<file path="config.mk">
export PLATFORM = sky130hd
export DESIGN_NAME = multi_cycle_control
export DESIGN_NICKNAME = d
export VERILOG_FILES = /design/src/rtl/mini_mips_ctrl_pkg.sv /design/src/rtl/multi_cycle_control.sv
export SDC_FILE = /design/constraint.sdc
export NUM_CORES = 1
export LEC_CHECK = 0
export ABC_AREA = 1
export CORE_MARGIN = 2
export CORE_UTILIZATION = 40
export DETAILED_ROUTE_END_ITERATION = 8
export PLACE_DENSITY_LB_ADDON = 0.15
export SLEW_MARGIN = 20
export SYNTH_ARGS = -nofsm -noshare
export SYNTH_HDL_FRONTEND = slang
export SYNTH_SLANG_ARGS = --single-unit
</file>
<file path="constraint.sdc">
create_clock -name clk -period 3.2 [get_ports clk]
set_input_delay 0.64 -clock clk [delete_from_list [all_inputs] [get_ports clk]]
set_output_delay 0.64 -clock clk [all_outputs]
set_load 0.01 [all_outputs]
</file>
<file path="src/rtl/mini_mips_ctrl_pkg.sv">
// Shared definitions for the mini-MIPS multi-cycle controller, its ALU
// control block and their benches: FSM states, opcodes and ALUop classes.
package mini_mips_ctrl_pkg;

  typedef enum logic [3:0] {
    S_FETCH    = 4'd0,
    S_DECODE   = 4'd1,
    S_EXEC_R   = 4'd2,
    S_WB_R     = 4'd3,
    S_EXEC_I   = 4'd4,
    S_WB_I     = 4'd5,
    S_MEM_ADDR = 4'd6,
    S_MEM_RD   = 4'd7,
    S_WB_MEM   = 4'd8,
    S_MEM_WR   = 4'd9,
    S_BRANCH   = 4'd10,
    S_JUMP     = 4'd11,
    S_HALT     = 4'd12
  } state_t;

  localparam logic [3:0] OP_R    = 4'b0000;
  localparam logic [3:0] OP_ADDI = 4'b0001;
  localparam logic [3:0] OP_ANDI = 4'b0010;
  localparam logic [3:0] OP_ORI  = 4'b0011;
  localparam logic [3:0] OP_SLTI = 4'b0100;
  localparam logic [3:0] OP_LW   = 4'b0101;
  localparam logic [3:0] OP_SW   = 4'b0110;
  localparam logic [3:0] OP_BEQ  = 4'b0111;
  localparam logic [3:0] OP_BNE  = 4'b1000;
  localparam logic [3:0] OP_J    = 4'b1001;
  localparam logic [3:0] OP_HALT = 4'b1111;

  localparam logic [2:0] ALU_ADD  = 3'b000;
  localparam logic [2:0] ALU_SUB  = 3'b010;
  localparam logic [2:0] ALU_AND  = 3'b100;
  localparam logic [2:0] ALU_OR   = 3'b101;
  localparam logic [2:0] ALU_SLT  = 3'b001;
  localparam logic [2:0] ALU_FUNC = 3'b111;

  // ALU operation class used by the immediate-arithmetic instructions.
  function automatic logic [2:0] imm_alu_class(input logic [3:0] op);
    case (op)
      OP_ANDI: imm_alu_class = ALU_AND;
      OP_ORI:  imm_alu_class = ALU_OR;
      OP_SLTI: imm_alu_class = ALU_SLT;
      default: imm_alu_class = ALU_ADD;
    endcase
  endfunction

  // Opcodes 1010..1110 are unassigned.
  function automatic logic is_legal_op(input logic [3:0] op);
    is_legal_op = (op <= OP_J) || (op == OP_HALT);
  endfunction

endpackage

</file>
<file path="src/rtl/multi_cycle_control.sv">
// Moore-style multi-cycle control FSM for the mini-MIPS datapath.
// The opcode is captured in DECODE so that every later state's outputs depend
// only on registered state (plus zero / mem_ready where the datapath needs it).
module multi_cycle_control
  import mini_mips_ctrl_pkg::*;
(
  input  logic       clk,
  input  logic       reset_n,
  input  logic [3:0] opcode,
  input  logic       mem_ready,
  input  logic       zero,
  output logic       ALUop2,
  output logic       ALUop1,
  output logic       ALUop0,
  output logic       pc_write,
  output logic       ir_write,
  output logic       mem_read,
  output logic       mem_write,
  output logic       reg_write,
  output logic       iord,
  output logic       reg_dst,
  output logic       mem_to_reg,
  output logic       alu_src_a,
  output logic [1:0] alu_src_b,
  output logic [1:0] pc_source,
  output logic       halted,
  output logic       illegal_op
);

  state_t     state_reg, state_next;
  logic [3:0] op_reg, op_next;
  // Low from reset until the first clock edge afterwards; keeps FETCH quiet
  // so the first memory read starts on that edge, not while still in reset.
  logic       started_reg;
  logic [2:0] alu_op;

  // State, captured opcode and start flag; reset forces FETCH at once.
  always_ff @(posedge clk or negedge reset_n) begin
    if (!reset_n) begin
      state_reg   <= S_FETCH;
      op_reg      <= OP_R;
      started_reg <= 1'b0;
    end else begin
      state_reg   <= state_next;
      op_reg      <= op_next;
      started_reg <= 1'b1;
    end
  end

  // Next-state decode.
  always_comb begin
    state_next = state_reg;
    op_next    = op_reg;
    case (state_reg)
      S_FETCH:    if (started_reg && mem_ready) state_next = S_DECODE;
      S_DECODE: begin
        op_next = opcode;
        case (opcode)
          OP_R:                             state_next = S_EXEC_R;
          OP_ADDI, OP_ANDI, OP_ORI, OP_SLTI: state_next = S_EXEC_I;
          OP_LW, OP_SW:                     state_next = S_MEM_ADDR;
          OP_BEQ, OP_BNE:                   state_next = S_BRANCH;
          OP_J:                             state_next = S_JUMP;
          OP_HALT:                          state_next = S_HALT;
          default:                          state_next = S_FETCH;
        endcase
      end
      S_EXEC_R:   state_next = S_WB_R;
      S_WB_R:     state_next = S_FETCH;
      S_EXEC_I:   state_next = S_WB_I;
      S_WB_I:     state_next = S_FETCH;
      S_MEM_ADDR: state_next = (op_reg == OP_LW) ? S_MEM_RD : S_MEM_WR;
      S_MEM_RD:   if (mem_ready) state_next = S_WB_MEM;
      S_WB_MEM:   state_next = S_FETCH;
      S_MEM_WR:   if (mem_ready) state_next = S_FETCH;
      S_BRANCH:   state_next = S_FETCH;
      S_JUMP:     state_next = S_FETCH;
      S_HALT:     state_next = S_HALT;
      default:    state_next = S_FETCH;
    endcase
  end

  // Output decode; every strobe and select defaults to 0 / ALU add.
  always_comb begin
    alu_op     = ALU_ADD;
    pc_write   = 1'b0;
    ir_write   = 1'b0;
    mem_read   = 1'b0;
    mem_write  = 1'b0;
    reg_write  = 1'b0;
    iord       = 1'b0;
    reg_dst    = 1'b0;
    mem_to_reg = 1'b0;
    alu_src_a  = 1'b0;
    alu_src_b  = 2'b00;
    pc_source  = 2'b00;
    halted     = 1'b0;
    illegal_op = 1'b0;
    case (state_reg)
      S_FETCH: begin
        if (started_reg) begin
          mem_read  = 1'b1;
          alu_src_b = 2'b01;
          ir_write  = mem_ready;
          pc_write  = mem_ready;
        end
      end
      S_DECODE: begin
        alu_src_b  = 2'b11;
        // The IR is stable during DECODE, so this pulse lasts exactly one cycle.
        illegal_op = ~is_legal_op(opcode);
      end
      S_EXEC_R: begin
        alu_op    = ALU_FUNC;
        alu_src_a = 1'b1;
      end
      S_WB_R: begin
        reg_dst   = 1'b1;
        reg_write = 1'b1;
      end
      S_EXEC_I: begin
        alu_op    = imm_alu_class(op_reg);
        alu_src_a = 1'b1;
        alu_src_b = 2'b10;
      end
      S_WB_I:     reg_write = 1'b1;
      S_MEM_ADDR: begin
        alu_src_a = 1'b1;
        alu_src_b = 2'b10;
      end
      S_MEM_RD: begin
        iord     = 1'b1;
        mem_read = 1'b1;
      end
      S_WB_MEM: begin
        mem_to_reg = 1'b1;
        reg_write  = 1'b1;
      end
      S_MEM_WR: begin
        iord      = 1'b1;
        mem_write = 1'b1;
      end
      S_BRANCH: begin
        alu_op    = ALU_SUB;
        alu_src_a = 1'b1;
        pc_source = 2'b01;
        pc_write  = (op_reg == OP_BEQ) ? zero : ~zero;
      end
      S_JUMP: begin
        pc_source = 2'b10;
        pc_write  = 1'b1;
      end
      S_HALT:  halted = 1'b1;
      default: ;
    endcase
  end

  assign {ALUop2, ALUop1, ALUop0} = alu_op;

endmodule
</file>
Word-level counts from Yosys, hierarchy flattened
Memories as Yosys holds them, arrays and structs flattened. Index checks and enable logic that the tools add are counted.

Bitwise logic cells: 2. Eq/ne operators: 21. Magnitude comparators: 1. Reductions and logical operators: 8. Muxes and demuxes: 24.

Operators with widths (count): $pmux 4 s8 (1); $eq 4x3->1 const B (7); $eq 4x4->1 const B (6); $pmux 3 s3 (2); $eq 4x2->1 const B (4); $mux 4 (4); $mux 1 (13); $ne 2x2->1 const B (3); $pmux 2 s3 (1); $eq 4x1->1 const B (1); $le 4x4->1 const B (1); $logic_not 4->1 (1); $pmux 2 s2 (1); $reduce_or 2->1 (2); $reduce_or 4->1 (1); $pmux 1 s3 (1); $reduce_and 3->1 (1); $reduce_or 3->1 (1); $not 1->1 (2); $pmux 1 s2 (1); $logic_and 1x1->1 (1); $logic_or 1x1->1 (1).

Flip-flop bits (word level): 9. Bits of input ports: 8. Memories: 1. Output and inout bits: 18. Logic and storage cells: 60. Bits in read-only memories: 64.

Memory list: (name not given) (depth 16, bits a word 4, rd ports 1, clocked after Yosys merged registers in 0, write ports 0, RTL line multi_cycle_control.sv:58) `case (opcode)`.

Logic depth before layout (Yosys ltp)
Gate-level depths: netlist of the first run.

Depth after elaboration: 4. Mapped depth: 9. Mapped depth without buffers: 7.

Worst setup path after synthesis of the first run
No wires, ideal clock.

Path kind: register to output. From: reg state_reg[2]. To: out pc_write. Required time: 2560 ps. Data arrival time: 1099 ps. Cell stages (with the launch flop): 7. Setup slack: 1461 ps. Buffers on the path: 1. Cells stage by stage: dfrtp_1 > buf_6 > nor2_1 > inv_1 > nor2_1 > nand3_1 > nand3b_1.

Cells in the longest elaborated chain, start to end: 2. Elaborated cells on any way between the ends: 4. Classes of those cells: eq/ne: 2; mux: 1; reduce/logical: 1.

Ends and longest elaborated chain: start: declaration (RTL line multi_cycle_control.sv:30) `state_t state_reg, state_next;`; start signal: assignment (RTL line multi_cycle_control.sv:44) `state_reg <= state_next;`; $eq 4x4->1 or $logic_not 4->1 (tied branches) (RTL line multi_cycle_control.sv:99) `case (state_reg)`; $pmux 1 s3 (*) (RTL line multi_cycle_control.sv:99); end: declaration (RTL line multi_cycle_control.sv:15) `output logic pc_write,`.

Every way passes the cells marked *; elsewhere a longest branch is shown, timed or not.

Worst setup path after layout of the first run
From: reg state_reg[3]. To: out illegal_op.

Cells in the longest elaborated chain, start to end: 2.

Ends and longest elaborated chain: $eq 4x1->1 (RTL line multi_cycle_control.sv:99); $mux 1 (RTL line multi_cycle_control.sv:99); end: declaration (RTL line multi_cycle_control.sv:27) `output logic illegal_op`.

No other way between the ends.

==> results.json, run 1 <==
{
  "setup_tns_ns": 0,
  "cts_setup_buffers": 0,
  "fin_worst_skew_ns": 0.003556,
  "grt_pass1_vias": 706,
  "route.detailed.drc": 0,
  "cts-resized-gates": 0,
  "cts_root_buf": "clkbuf_4",
  "final_area_um2": 1042,
  "yosys_warnings": 0,
  "fillers": 187,
  "vias": 876,
  "postPlaceCellArea_um2": 1016,
  "fp.dieH_um": 47.50,
  "cts_buffers": 3,
  "tritoncts": "built",
  "maxCapViolations": 0,
  "ys_top_cells_by_area": "dfrtp_1, nand2_1, nor2_1",
  "setup_viol": 0,
  "p_per_area_nw_per_um2": 809.0,
  "htree_levels": 1,
  "nets": 167,
  "grt.overflow.total": 0,
  "viasPerCell": 4.787,
  "avgSynthCellArea_um2": 5.778,
  "first_pass_iters": 4,
  "cp_cell_sequence": "inv_1, nand2_2, nor2_2, inv_1, nor2_1, clkdlybuf4s50_1",
  "rsz0062_at_grt": "false",
  "grt_max_degree": 12,
  "chipWidth_um": 47.50,
  "synth_fp_nets": 139,
  "antenna_found_initial": 0,
  "synthToLayoutAreaGrowth_pct": 37.69,
  "cp.required_ns": 2.56,
  "clk_pin_slew_ns": 0.06,
  "fin_crit_ns": 2.770,
  "wirelength_um": 1797,
  "detail_route.wl_per_cell_um": 9.820,
  "grt_pass1_wl_um": 2780,
  "outcome": "completed",
  "synth_seq_cells": 9,
  "globalplace.congestion": 0.8250,
  "yosysTopAreaCell": "dfrtp_1",
  "critPathArrivalTime_ns": 2.13,
  "grt_usage_pct": 17.67,
  "clk_path_buf_depth": 2,
  "hp-class": "reg -> reg",
  "leakagePower_uw": 0.0005287,
  "end_kind": "output port",
  "drt_first_iter_violations": 16,
  "vdd_drop_max_uv": 452.7,
  "synth_top_area_share_pct": 29.75,
  "hpwlAfterDp_um": 1513,
  "crit_path_top_delay_cell": "clkdlybuf4s50_1",
  "max_freq_mhz": 360.9,
  "critPathLaunchType": "flip-flop",
  "period_share_pct": 86.58,
  "cts.sinks": 9,
  "rows": 15,
  "port_buffers": 25,
  "core_area_um2": 1745,
  "drv_slew": 0,
  "netlist_instances": 131,
  "critical_path.max_stage_delay_ns": 0.54,
  "yosysSeqAreaShare_pct": 29.75,
  "ys_types": 17,
  "antenna_left": 0,
  "crit_top_cell": "inv_1",
  "synth_area_um2": 757.0,
  "start_util_pct": 43.37,
  "critPathKind": "reg -> out",
  "hold_depth": 2,
  "hold_viol_final": 0,
  "rr_worst_depth": 7,
  "layout-drive-gt1-share_pct": 7.595,
  "cp_max_fo": 11,
  "io-pin-count": 26,
  "antenna_cells": 0,
  "insertion_delay_ns": 0.26,
  "dieArea_um2": 2256,
  "cts_hold_buf": 0
}
cell families (layout without fill, tap and decap cells):
kind of cell,count (synthesis),count (layout),share of synthesized area (%)
simple gates,91,91,51.24
buf+inv,21,48,12.56
compound gates,9,9,5.950
flops,9,9,29.75
other cells,1,1,0.4954
power by group:
group,switching [uW],internal [uW],total [uW]
clock network,39.5,48.0,87.6
registers,58.8,162,221
logic,298,237,535
worst max-delay path, delay by kind of cell (launching register included):
family | cells | cell delay, ns
simple gates | 3 | 0.57
buf+inv | 3 | 0.91
flops | 1 | 0.39
layout by cell type, fill, tap and decap left out:
master           count
nand3_1              8
inv_2                1
dfrtp_1              9
nand4_1              3
nand2_2              3
a21oi_1              1
nand3b_2             1
clkinv_2             1
clkbuf_1             1
o21ai_0              8
nand3b_1             1
nor2_1              27
nor3_1               2
inv_1               17
clkbuf_4             3
conb_1               1
nand2_1             43
nor2_2               3
clkdlybuf4s50_1     25
worst paths after layout:
check / startpoint / end / slack [ns]
setup / recovery: state_reg[3] / illegal_op / 0.43
hold / removal: op_reg[1] / op_reg[1] / 0.61
setup reg to reg: state_reg[3] / state_reg[1] / 1.66
hold reg to reg: op_reg[1] / op_reg[1] / 0.61
max in group asynchronous: reset_n / started_reg / 2.25
min in group asynchronous: reset_n / op_reg[2] / 0.66
through the flow:
stage          setup WS, ns  cells  util, %  total power, uW  hold WS (ns)
6_report             0.4295    183    59.71            843.1        0.6100
5_1_grt              0.2640    183    59.71            925.8        0.6383
3_5_place_dp         0.4671    179    58.21            759.3        0.5781
2_1_floorplan         1.461    131        -            554.1        0.3444
3_3_place_gp         0.4927    179    58.21            750.0        0.5734
4_1_cts              0.4279    183    59.71            847.1        0.5910
layer usage:
metal,global-route usage [%],wire length [um]
met4,10.00,39
met3,1.132,105
met2,28.92,807
met5,0,0
met1,22.99,845
cell usage after synthesis, drive strengths merged:
cell type and count:
nand2 46, nor2 30, inv 18, dfrtp 9, nand3 8, o21ai 8
nand4 3, buf 2, nand3b 2, nor3 2, a21oi 1, clkinv 1
conb 1
layout make-up:
| type | instances | area [um2] | area share [%] |
|---|---|---|---|
| inverter | 19 | 72.57 | 6.963 |
| clock buffer | 4 | 26.28 | 2.521 |
| timing repair buffer | 25 | 250.2 | 24.01 |
| sequential | 9 | 225.2 | 21.61 |
| multi-input combinational | 101 | 436.7 | 41.90 |
| tap | 25 | 31.28 | 3.001 |
Note: power is estimated with default switching activity, not from simulation.
==> run 2, diff against run 1 <==
--- a/config.mk
+++ b/config.mk
@@ -7,7 +7,7 @@
 export LEC_CHECK = 0
 export ABC_AREA = 1
 export CORE_MARGIN = 2
-export CORE_UTILIZATION = 40
+export CORE_UTILIZATION = 47
 export DETAILED_ROUTE_END_ITERATION = 8
 export PLACE_DENSITY_LB_ADDON = 0.15
 export SLEW_MARGIN = 20
==> constraint.sdc (replaced) <==
create_clock -name clk -period 3.2 [get_ports clk]
set_input_delay 0.96 -clock clk [delete_from_list [all_inputs] [get_ports clk]]
set_output_delay 0.96 -clock clk [all_outputs]
set_load 0.01 [all_outputs]
==> run 2 against run 1 <==
Global-route usage increased by 5.5 points. First-iteration DRC count increased by 13%. Sequential share of layout area decreased by 0.78 points. Cell count decreased by 1.1%. Flip-flop and latch count unchanged. Via count increased by 7.0%. Cell area increased by 3.7%. Fmax decreased by 9.8%. Clock power increased by 2%. Critical path type is now in -> out.
==> results.json, run 2 (same netlist as run 1, synthesis figures left out) <==
{
  "outcome": "completed",
  "cts_root_buf": "clkbuf_4",
  "grt.overflow.total": 0,
  "final_common_cell": "nand2_1",
  "detail_route.wl_per_cell_um": 10.89,
  "io-pin-count": 26,
  "reg2reg_to": "state_reg[3]",
  "first_pass_iters": 7,
  "grt_max_degree": 11,
  "hp-start": "op_reg[1]",
  "cts_buffers": 3,
  "max_freq_mhz": 325.5,
  "fp.dieH_um": 44.13,
  "wirelength_um": 1971,
  "nets": 174,
  "layout-drive-gt1-share_pct": 11.52,
  "leakagePower_uw": 0.0005709,
  "seq_area_um2": 225.2,
  "dp.cells": 177,
  "drt_first_iter_violations": 18,
  "grt_pass1_wl_um": 3312,
  "tritoncts": "built",
  "setup_viol": 0,
  "fillers": 144,
  "finalPower_uw": 862.9,
  "multi_input_area_um2": 436.7,
  "viasPerCell": 5.177,
  "cts.sinks": 9,
  "core_area_um2": 1506,
  "antenna_cells": 0,
  "rr_worst_depth": 8,
  "fin_crit_ns": 3.072,
  "period_share_pct": 96.00,
  "fin_cells": 181,
  "critPathLaunchType": "input pin",
  "drv_slew": 0,
  "dieArea_um2": 1947,
  "globalplace.congestion": 0.8167,
  "cts_hold_buf": 0,
  "whs_endpoint": "op_reg[1]",
  "start_util_pct": 50.25,
  "hpwlAfterDp_um": 1582,
  "grt_pass1_vias": 837,
  "insertion_delay_ns": 0.26,
  "antenna_found_initial": 0,
  "clk_pin_slew_ns": 0.06,
  "hp-class": "reg -> reg",
  "critPathArrivalTime_ns": 2.11,
  "route.detailed.drc": 0,
  "critPathKind": "in -> out",
  "end_kind": "output port",
  "cts_setup_buffers": 0,
  "rr_startpoint": "state_reg[2]",
  "port_buffers": 25,
  "rows": 14,
  "clk_path_buf_depth": 2,
  "final_cell_mix": "nand2_1, nor2_1, clkdlybuf4s50_1",
  "hold_depth": 2,
  "chipWidth_um": 44.13,
  "vias": 937,
  "maxCapViolations": 0,
  "antenna_left": 0,
  "cp_max_fo": 3,
  "synthToLayoutAreaGrowth_pct": 42.81,
  "ff2ff_setup_slack_ns": 1.95,
  "rsz0062_at_grt": "false",
  "p_per_area_nw_per_um2": 798.2,
  "hold_viol_final": 0,
  "vdd_drop_max_uv": 446.2,
  "cp.required_ns": 2.24,
  "grt_usage_pct": 23.19,
  "fin_worst_skew_ns": 0.003464,
  "htree_levels": 1
}
==> run 2: cell count changes in the layout (fill, tap and decap cells not counted) <==
cell             delta
buf_4               +7
clkdlybuf4s50_1     -2
dlygate4sd2_1       +2
==> run 2: routing by layer <==
layer,global-route usage (%),wire length (um),part of all wire (%),up-vias
met5,0,0,0,-
met1,26.28,843,43,412
met3,1.633,109,5.5,10
met2,40.88,960,49,44
met4,16.36,57,2.9,0
li1,-,-,-,471
==> run 2: repair_timing <==
| action | CTS | global route |
|---|---|---|
| gates resized for setup | 2 | 0 |
| endpoints found under the setup margin | 2 | 0 |
| endpoints found under the hold margin | 0 | 0 |
==> run 2: cell type report <==
class                   instances  share of cell area (%)
clock buffers                   4                   2.431
well taps                      16                   1.852
multi-input cells             101                   40.39
inverters                      19                   6.713
repair buffers                 32                   27.78
flip-flops and latches          9                   20.83
==> run 2: critical path, stage by stage <==
cell	delay (ns)
clkdlybuf4s50_1	0.50
nand2_1	0.08
inv_1	0.05
clkdlybuf4s50_1	0.52
==> run 2: how the worst max path moves through the flow <==
stage | start | to | slack, ns | cells after the start
final | mem_ready | ir_write | 0.13 | 4
after global routing | opcode[2] | illegal_op | 0.06 | 6
after floorplan | opcode[3] | illegal_op | 0.91 | 4
after global placement | opcode[2] | illegal_op | -0.06 | 6
after CTS | mem_ready | ir_write | 0.12 | 4
after detailed placement | opcode[2] | illegal_op | -0.09 | 6
==> run 2: report_power, final <==
group	switching (uW)	internal, uW	leakage, uW
registers	57.3	162	0.000113
logic	307	247	0.000443
clock network	41.0	48.1	0.0000150
total	406	457	0.000571
==> run 2: metrics by stage <==
step           setup TNS [ns]  utilization (%)  cell area (um2)  worst slack [ns]  hold WS, ns
4_1_cts                     0            71.76             1081            0.1174       0.5934
5_1_grt                     0            71.76             1081           0.05784       0.6590
3_5_place_dp         -0.09177            70.18             1057          -0.08570       0.5809
6_report                    0            71.76             1081            0.1281       0.5998
2_1_floorplan               0                -            757.0            0.9150       0.5261
3_3_place_gp         -0.06496            70.18             1057          -0.06496       0.5737
==> run 3, diff against run 2 <==
--- a/config.mk
+++ b/config.mk
@@ -6,8 +6,10 @@
 export NUM_CORES = 1
 export LEC_CHECK = 0
 export ABC_AREA = 1
+export ABC_CLOCK_PERIOD_IN_PS = 3200
 export CORE_MARGIN = 2
 export CORE_UTILIZATION = 47
+export CTS_BUF_LIST = sky130_fd_sc_hd__clkbuf_16
 export DETAILED_ROUTE_END_ITERATION = 8
 export PLACE_DENSITY_LB_ADDON = 0.15
 export SLEW_MARGIN = 20
==> run 3 against run 2 <==
Register-to-register slack worse by 0.02 ns. Highest routed layer unchanged. Count of clock-buffer cells in the layout decreased by 1. Sequential power barely moved.
==> results.json, run 3 (same netlist as run 1, synthesis figures left out) <==
{
  "cts-resized-gates": 2,
  "synthToLayoutAreaGrowth_pct": 49.75,
  "finalWorstSetupSlack_ns": 0.1297,
  "leakagePower_uw": 0.0005982,
  "setup_viol": 0,
  "dieArea_um2": 1947,
  "cp_top_family": "buffers and inverters",
  "utilization_pct": 75.25,
  "p_per_area_nw_per_um2": 876.8,
  "clk_pin_slew_ns": 0.04,
  "max_freq_mhz": 325.7,
  "critPathKind": "in -> out",
  "cp_cell_sequence": "clkdlybuf4s50_1, nand2_1, inv_1, clkdlybuf4s50_1",
  "route.detailed.drc": 0,
  "chipWidth_um": 44.13,
  "drv_slew": 0,
  "critical_path.max_stage_delay_ns": 0.52,
  "htree_levels": 1,
  "hold_viol_final": 0,
  "layout-drive-gt1-share_pct": 11.52,
  "dp_slack_ns": -0.08570,
  "globalplace.congestion": 0.8167,
  "drt_first_iter_violations": 26,
  "cts_setup_buffers": 0,
  "port_buffers": 25,
  "grt_pass1_wl_um": 3291,
  "rsz0062_at_grt": "false",
  "outcome": "completed",
  "cp.required_ns": 2.24,
  "dp.cells": 177,
  "period_share_pct": 95.95,
  "cp_max_fo": 3,
  "fin_cells": 181,
  "io-pin-count": 26,
  "antenna_left": 0,
  "hp-class": "reg -> reg",
  "crit_buf_inv": 3,
  "fillers": 132,
  "nets": 174,
  "vdd_drop_max_uv": 471.4,
  "critPathArrivalTime_ns": 2.11,
  "fin_crit_ns": 3.070,
  "grt_max_degree": 11,
  "hpwlAfterDp_um": 1582,
  "antenna_cells": 0,
  "maxCapViolations": 0,
  "detail_route.wl_per_cell_um": 10.80,
  "cts.sinks": 9,
  "grt_pass1_vias": 856,
  "rows": 14,
  "tritoncts": "built",
  "clk_path_buf_depth": 2,
  "cts_buffers": 3,
  "end_kind": "output port",
  "viasPerCell": 5.122,
  "start_util_pct": 50.25,
  "fp.dieH_um": 44.13,
  "antenna_found_initial": 0,
  "first_pass_iters": 4,
  "wirelength_um": 1954,
  "fin_worst_skew_ns": 0.001117,
  "cts_hold_buf": 0,
  "final_cell_mix": "nand2_1, nor2_1, clkdlybuf4s50_1",
  "critPathLaunchType": "input pin",
  "final_common_cell": "nand2_1",
  "core_area_um2": 1506,
  "crit_path_top_delay_cell": "clkdlybuf4s50_1",
  "insertion_delay_ns": 0.23,
  "cts_root_buf": "clkbuf_16",
  "grt.overflow.total": 0,
  "crit_top_cell": "clkdlybuf4s50_1",
  "vias": 927,
  "grt_usage_pct": 22.70
}
-- run 3: cell count changes in the layout (fill, tap and decap cells not counted), sizes merged --
cell    previous run  this run
clkbuf             4         3
inv               18        19
-- run 3: metal layers --
metal  global-route usage (%)  share of wire (%)  routed length (um)  up-vias
met3                    2.449                6.0                 118        4
met2                    40.29                 50                 971       38
li1                         -                  -                   -      468
met5                        0                  0                   0        -
met4                    11.52                1.2                  23        0
met1                    26.85                 43                 840      417
-- run 3: worst paths after layout --
kind                               from           end  slack (ns)  cells past startpoint
hold reg to reg               op_reg[1]     op_reg[1]        0.60                      2
min in group asynchronous       reset_n     op_reg[1]        1.02                      1
setup / recovery              mem_ready      ir_write        0.13                      4
max in group asynchronous       reset_n  state_reg[3]        1.90                      1
hold / removal                op_reg[1]     op_reg[1]        0.60                      2
setup reg to reg           state_reg[2]  state_reg[3]        1.93                      8
-- run 3: final cells by class --
cell class / count / area [um2] / share of cell area [%]
inverter: 19 / 72.57 / 6.402
sequential: 9 / 225.2 / 19.87
tap: 16 / 20.02 / 1.766
clock inverter: 1 / 3.754 / 0.3311
multi-input combinational: 101 / 436.7 / 38.52
timing repair buffer: 32 / 300.3 / 26.49
clock buffer: 3 / 75.07 / 6.623
-- run 3: through the flow --
step           hold slack [ns]  power, uW   TNS, ns  area [um2]
2_1_floorplan           0.5261      554.1         0       757.0
3_3_place_gp            0.5737      758.0  -0.06496        1057
3_5_place_dp            0.5809      775.8  -0.09177        1057
4_1_cts                 0.5884      993.4         0        1134
5_1_grt                 0.6522       1073         0        1134
6_report                0.5964      993.9         0        1134
-- run 3: power by group --
| group | total (uW) | leakage [uW] | internal, uW | switching, uW |
|---|---|---|---|---|
| Clock | 216 | 0.0000423 | 163 | 52.9 |
| Combinational | 557 | 0.000443 | 247 | 310 |
| Sequential | 221 | 0.000113 | 163 | 58.1 |
-- run 3: worst register-to-register path, stage by stage, from the launching register on --
cell and delay, ns:
dfrtp_1 0.48, clkinv_2 0.12, nand2_2 0.10, nor2_2 0.05, buf_4 0.16, nand2_1 0.07, nand3_1 0.06, nand2_1 0.06
nand2_1 0.06
